### src/rtl/core_seq_pkg.sv
// Shared types and default widths for the core run-control sequencer.
// Used by core_sequencer and its counter sub-module.
package core_seq_pkg;

    localparam int unsigned DEF_PC_W  = 10;
    localparam int unsigned DEF_CYC_W = 16;

    typedef enum logic [2:0] {
        IDLE   = 3'd0,
        FETCH  = 3'd1,
        EXEC   = 3'd2,
        MEM    = 3'd3,
        HALTED = 3'd4
    } state_t;

    // States in which the core is running a program and the cycle counter advances.
    function automatic logic is_active(input state_t s);
        return (s == FETCH) || (s == EXEC) || (s == MEM);
    endfunction

endpackage

### src/rtl/sat_counter.sv
// Saturating up-counter with synchronous clear; holds at all-ones.
// Clear takes priority over increment.
module sat_counter #(
    parameter int unsigned W = 16
) (
    input  logic         clk,
    input  logic         rst_n,
    input  logic         clr,
    input  logic         inc,
    output logic [W-1:0] count
);

    logic [W-1:0] count_q, count_d;

    always_comb begin
        count_d = count_q;
        if (clr) begin
            count_d = '0;
        end else if (inc && (count_q != {W{1'b1}})) begin
            count_d = count_q + W'(1);
        end
    end

    always_ff @(posedge clk or negedge rst_n) begin
        if (!rst_n) begin
            count_q <= '0;
        end else begin
            count_q <= count_d;
        end
    end

    assign count = count_q;

endmodule

### src/rtl/core_sequencer.sv
// Run-control FSM for the core: sequences fetch/execute/memory phases, owns the PC,
// and halts on a HALT instruction or when the optional watchdog expires.
module core_sequencer
    import core_seq_pkg::*;
#(
    parameter int unsigned PC_W       = DEF_PC_W,
    parameter int unsigned START_ADDR = 0,
    parameter int unsigned CYC_W      = DEF_CYC_W,
    parameter int unsigned MAX_CYCLES = 0
) (
    input  logic             CLK,
    input  logic             reset,
    input  logic             start,
    input  logic             halt_instr,
    input  logic             is_mem,
    input  logic             mem_ready,
    input  logic             branch_taken,
    input  logic [PC_W-1:0]  branch_target,
    output logic [PC_W-1:0]  pc,
    output logic             ir_load,
    output logic             exec_en,
    output logic             mem_req,
    output logic             halt,
    output logic             timeout,
    output logic [CYC_W-1:0] cycle_count,
    output logic [CYC_W-1:0] instr_count
);

    state_t          state_q, state_d;
    logic [PC_W-1:0] pc_q, pc_d;
    logic            halt_q, halt_d;
    logic            timeout_q, timeout_d;

    logic            active;
    logic            launch;
    logic            wd_fire;
    logic            commit;
    logic            halt_retire;
    logic [CYC_W-1:0] cyc_cnt;
    logic [CYC_W-1:0] ins_cnt;

    assign active = is_active(state_q);
    assign launch = ((state_q == IDLE) || (state_q == HALTED)) && start;

    // The watchdog fires on the cycle whose count reaches the limit, so that cycle is
    // still counted but never retires.
    generate
        if (MAX_CYCLES != 0) begin : g_wd
            assign wd_fire = active && (cyc_cnt == CYC_W'(MAX_CYCLES - 1));
        end else begin : g_no_wd
            assign wd_fire = 1'b0;
        end
    endgenerate

    always_comb begin
        state_d     = state_q;
        pc_d        = pc_q;
        halt_d      = halt_q;
        timeout_d   = timeout_q;
        commit      = 1'b0;
        halt_retire = 1'b0;

        unique case (state_q)
            IDLE, HALTED: begin
                if (start) begin
                    state_d   = FETCH;
                    pc_d      = PC_W'(START_ADDR);
                    halt_d    = 1'b0;
                    timeout_d = 1'b0;
                end
            end
            FETCH: begin
                state_d = EXEC;
            end
            EXEC: begin
                if (halt_instr) begin
                    state_d     = HALTED;
                    halt_d      = 1'b1;
                    halt_retire = 1'b1;
                end else if (is_mem) begin
                    state_d = MEM;
                end else begin
                    commit  = 1'b1;
                    state_d = FETCH;
                end
            end
            MEM: begin
                if (mem_ready) begin
                    commit  = 1'b1;
                    state_d = FETCH;
                end
            end
            default: begin
                state_d = IDLE;
            end
        endcase

        if (commit) begin
            pc_d = branch_taken ? branch_target : pc_q + PC_W'(1);
        end

        if (wd_fire) begin
            state_d     = HALTED;
            pc_d        = pc_q;
            halt_d      = 1'b1;
            timeout_d   = 1'b1;
            commit      = 1'b0;
            halt_retire = 1'b0;
        end
    end

    always_ff @(posedge CLK or negedge reset) begin
        if (!reset) begin
            state_q   <= IDLE;
            pc_q      <= PC_W'(START_ADDR);
            halt_q    <= 1'b0;
            timeout_q <= 1'b0;
        end else begin
            state_q   <= state_d;
            pc_q      <= pc_d;
            halt_q    <= halt_d;
            timeout_q <= timeout_d;
        end
    end

    sat_counter #(
        .W (CYC_W)
    ) u_cycle_cnt (
        .clk   (CLK),
        .rst_n (reset),
        .clr   (launch),
        .inc   (active),
        .count (cyc_cnt)
    );

    // HALT counts as a retired instruction even though it does not commit.
    sat_counter #(
        .W (CYC_W)
    ) u_instr_cnt (
        .clk   (CLK),
        .rst_n (reset),
        .clr   (launch),
        .inc   (commit | halt_retire),
        .count (ins_cnt)
    );

    assign pc          = pc_q;
    assign ir_load     = (state_q == FETCH);
    assign mem_req     = (state_q == MEM);
    assign exec_en     = commit;
    assign halt        = halt_q;
    assign timeout     = timeout_q;
    assign cycle_count = cyc_cnt;
    assign instr_count = ins_cnt;

    a_one_phase: assert property (@(posedge CLK) disable iff (!reset)
        !(ir_load && (mem_req || exec_en)) && !(exec_en && mem_req && !mem_ready));

endmodule

### config.mk
export PLATFORM = sky130hd
export DESIGN_NAME = core_sequencer
export DESIGN_NICKNAME = d
export VERILOG_FILES = /design/src/rtl/core_seq_pkg.sv /design/src/rtl/sat_counter.sv /design/src/rtl/core_sequencer.sv
export SDC_FILE = /design/constraint.sdc
export NUM_CORES = 1
export LEC_CHECK = 0
export CAP_MARGIN = 10
export CORE_AREA = 2 2 79 81
export DETAILED_ROUTE_END_ITERATION = 8
export DIE_AREA = 0 0 81 83
export PLACE_DENSITY = 0.79
export SLEW_MARGIN = 20
export SYNTH_ARGS = -nofsm -noshare
export SYNTH_HDL_FRONTEND = slang
export SYNTH_SLANG_ARGS = --single-unit
### constraint.sdc
create_clock -name CLK -period 1.5 [get_ports CLK]
set_input_delay 0.3 -clock CLK [delete_from_list [all_inputs] [get_ports CLK]]
set_output_delay 0.3 -clock CLK [all_outputs]
set_load 0.01 [all_outputs]
==> flow_summary.yaml <==
routing:
  route.antenna.remaining_nets: 0
  dr.pass1.iters: 5
  avgViaCountPerCell: 5.70
  vias: 2937
  wl_per_cell_um: 17.4
  drc: 0
  initialDrtViolationCount: 178
  routed_wl_mm: 8.96
synth:
  async_flop_share_pct: 100
  synthCells: 281
  syn_nets: 301
  synth.distinct_cells: 43
  yosysWarnings: 0
  ys_top_cells_by_area: "dfrtp_1 45%, nor2_1 5.6%, xnor2_1 4.8%"
  synth_top_area_share_pct: 44.8
  yosysMostFrequentCell: "dfrtp_1"
  synth-edff-count: 0
  synth_area_um2: 2570
  yosys-top-cells-count: "46 x dfrtp_1, 38 x nor2_1, 29 x nand2_1"
  synth-main-ff-cell: "dfrtp_1"
  syn_avg_cell_area_um2: 9.14
  yosysTopAreaCell: "dfrtp_1"
  seq_area_frac_synth_pct: 44.8
  ys_ff_latch: 46
worst_setup_path:
  crit_top_cell: "buf_4"
  max_stage_delay_ns: 0.40
  worstSetupStartpointType: "register"
  worstPathCellList: "and2b_4 > buf_4 > buf_4 > o21ai_4 > inv_2 > buf_6"
  critPathArrivalTime_ns: 1.44
  critPathBufInv: 4
  critical_path_class: "register to primary output"
  cp_top_family: "buffers and inverters"
  worstPathMaxFanout: 3
  endpoint_kind: "primary output"
  cp_num_cells: 6
  worstRegToRegCells: 9
  critPathRequiredTime_ns: 1.20
  slowest_stage: "dfrtp_1"
cells_and_area:
  fill_cells: 394
  finalNetCount: 459
  area.growth.synth_to_final_pct: 69.5
  design_area_um2: 4350
  antenna_cells: 0
  drive_gt1_share_pct: 38.2
  final_util_pct: 74.8
  stdcell_count: 515
global_route:
  grt_overflow_total: 0
  grt_usage_pct: 25.5
  grt_pass1_wl_mm: 13.5
  grt_max_degree: 34
  grt_antenna_before_repair: 0
  grt_pass1_vias: 2904
timing:
  fin_tns_setup_ns: -5.39
  whs_ns: 0.433
  period_share_pct: 116
  finalMaxSlewViolations: 0
  hold_violations: 0
  fmax_mhz: 574
  clock_skew_ns: 0.00566
  rsz0062_at_grt: "true"
  fin_ws_ns: -0.243
  post-route-min-period_ns: 1.74
  finalSetupViolCount: 43
die:
  die_area_um2: 6720
  fp-row-count: 28
  die_w_um: 81
  start_util_pct: 44.2
  io_pins: 64
  die_h_um: 83
  core_um2: 5820
placed_design:
  hpwl_mm: 5.36
  dpl-instance-area_um2: 3790
  gp_congestion: 0.896
  port_buffers: 62
  dp.cells: 473
  dp_slack_ns: -0.470
cts:
  cts.sinks: 46
  clockRootBuffer: "clkbuf_8"
  clk_latency_ns: 0.30
  cts_buffers: 5
  clk_pin_slew_ns: 0.09
  clk_path_buf_depth: 2
  htreeDepth: 2
  cts_tree: "done"
power:
  p_leak_nw: 2.14
  vdd_drop_max_mv: 0.955
  power.density_cell_area_nw_per_um2: 1300
  total_power_mw: 5.68
min_path:
  worstHoldPathType: "input port to async pin"
job:
  maxCapViolations: 0
outcome:
  outcome: "finished, violations left"
  violations: "negative setup slack"
[cells by family (layout without fill, tap and decap cells)]
family	Yosys count	after routing	share of synthesized area, %
buffers and inverters	18	177	3.51
adder cells (fa/ha/maj)	3	3	1.46
other	1	1	0.146
AND/OR/NAND/NOR	139	139	27.9
XOR/XNOR	21	21	7.16
flip-flops	46	46	44.8
multiplexers	7	7	2.73
AO/OA/AOI/OAI	46	46	12.3
[power by group]
group          internal, mW  switching [mW]  leakage (nW)
Combinational          1.57            1.57          1.48
Sequential             1.48           0.258         0.615
Clock                 0.373           0.423        0.0482
[per-layer routing]
metal	vias to the layer above	track usage, %	wire length, um
met3	34	3.37	458
met1	1433	31.1	3460
met2	151	44.6	4710
met5	-	0	0
met4	0	10.5	332
li1	1319	-	-
[cell type report]
cell class | instances | area, um^2 | share of cell area [%]
repair buffers | 162 | 1390 | 32.0
inverters | 7 | 26.3 | 0.604
flip-flops and latches | 46 | 1160 | 26.7
clock inverters | 1 | 5.00 | 0.115
multi-input cells | 217 | 1590 | 36.4
clock buffers | 7 | 86.3 | 1.98
well taps | 75 | 93.8 | 2.16
[layout by cell type, fill, tap and decap left out, drive strengths merged, types with 4 or more instances in the layout]
cell type        n
o31ai            5
xor2             7
inv              7
nand3           18
clkdlybuf4s50   12
nor2            39
nor3            13
dfrtp           46
mux2i            7
buf            104
nand4           13
o21ai           17
nand2           29
nor4             7
and3             4
xnor2           14
o211ai           8
clkbuf           8
dlygate4sd2     42
a21oi            8
[registers in the layout (all words and copies together), names as in the netlist]
signal / count
halt: 1
pc: 10
state_q: 3
u_cycle_cnt.count: 16
u_instr_cnt.count: 16
[path summary, 6_finish.rpt]
check / start / to / slack, ns
min in group CLK: mem_ready / state_q[1]$_DFFE_PN0P_ / 0.56
max in group asynchronous: reset / u_instr_cnt.count[0]$_DFFE_PN0P_ / 0.56
worst min-delay path: reset / u_cycle_cnt.count[9]$_DFFE_PN0P_ / 0.43
worst max register to register: state_q[2]$_DFFE_PN0P_ / u_cycle_cnt.count[15]$_DFFE_PN0P_ / -0.24
worst max-delay path: state_q[2]$_DFFE_PN0P_ / exec_en / -0.24
worst min register to register: u_cycle_cnt.count[6]$_DFFE_PN0P_ / u_cycle_cnt.count[6]$_DFFE_PN0P_ / 0.58
[repair_timing]
item | 4_1_cts | 5_1_grt
buffers inserted | 26 | 9
hold buffers | 1 | 0
gates resized for setup | 106 | 36
hold endpoints to repair | 13 | 0
setup endpoints to repair | 86 | 49
pin swaps | 21 | 28
Note: power is estimated with default switching activity, not from simulation.
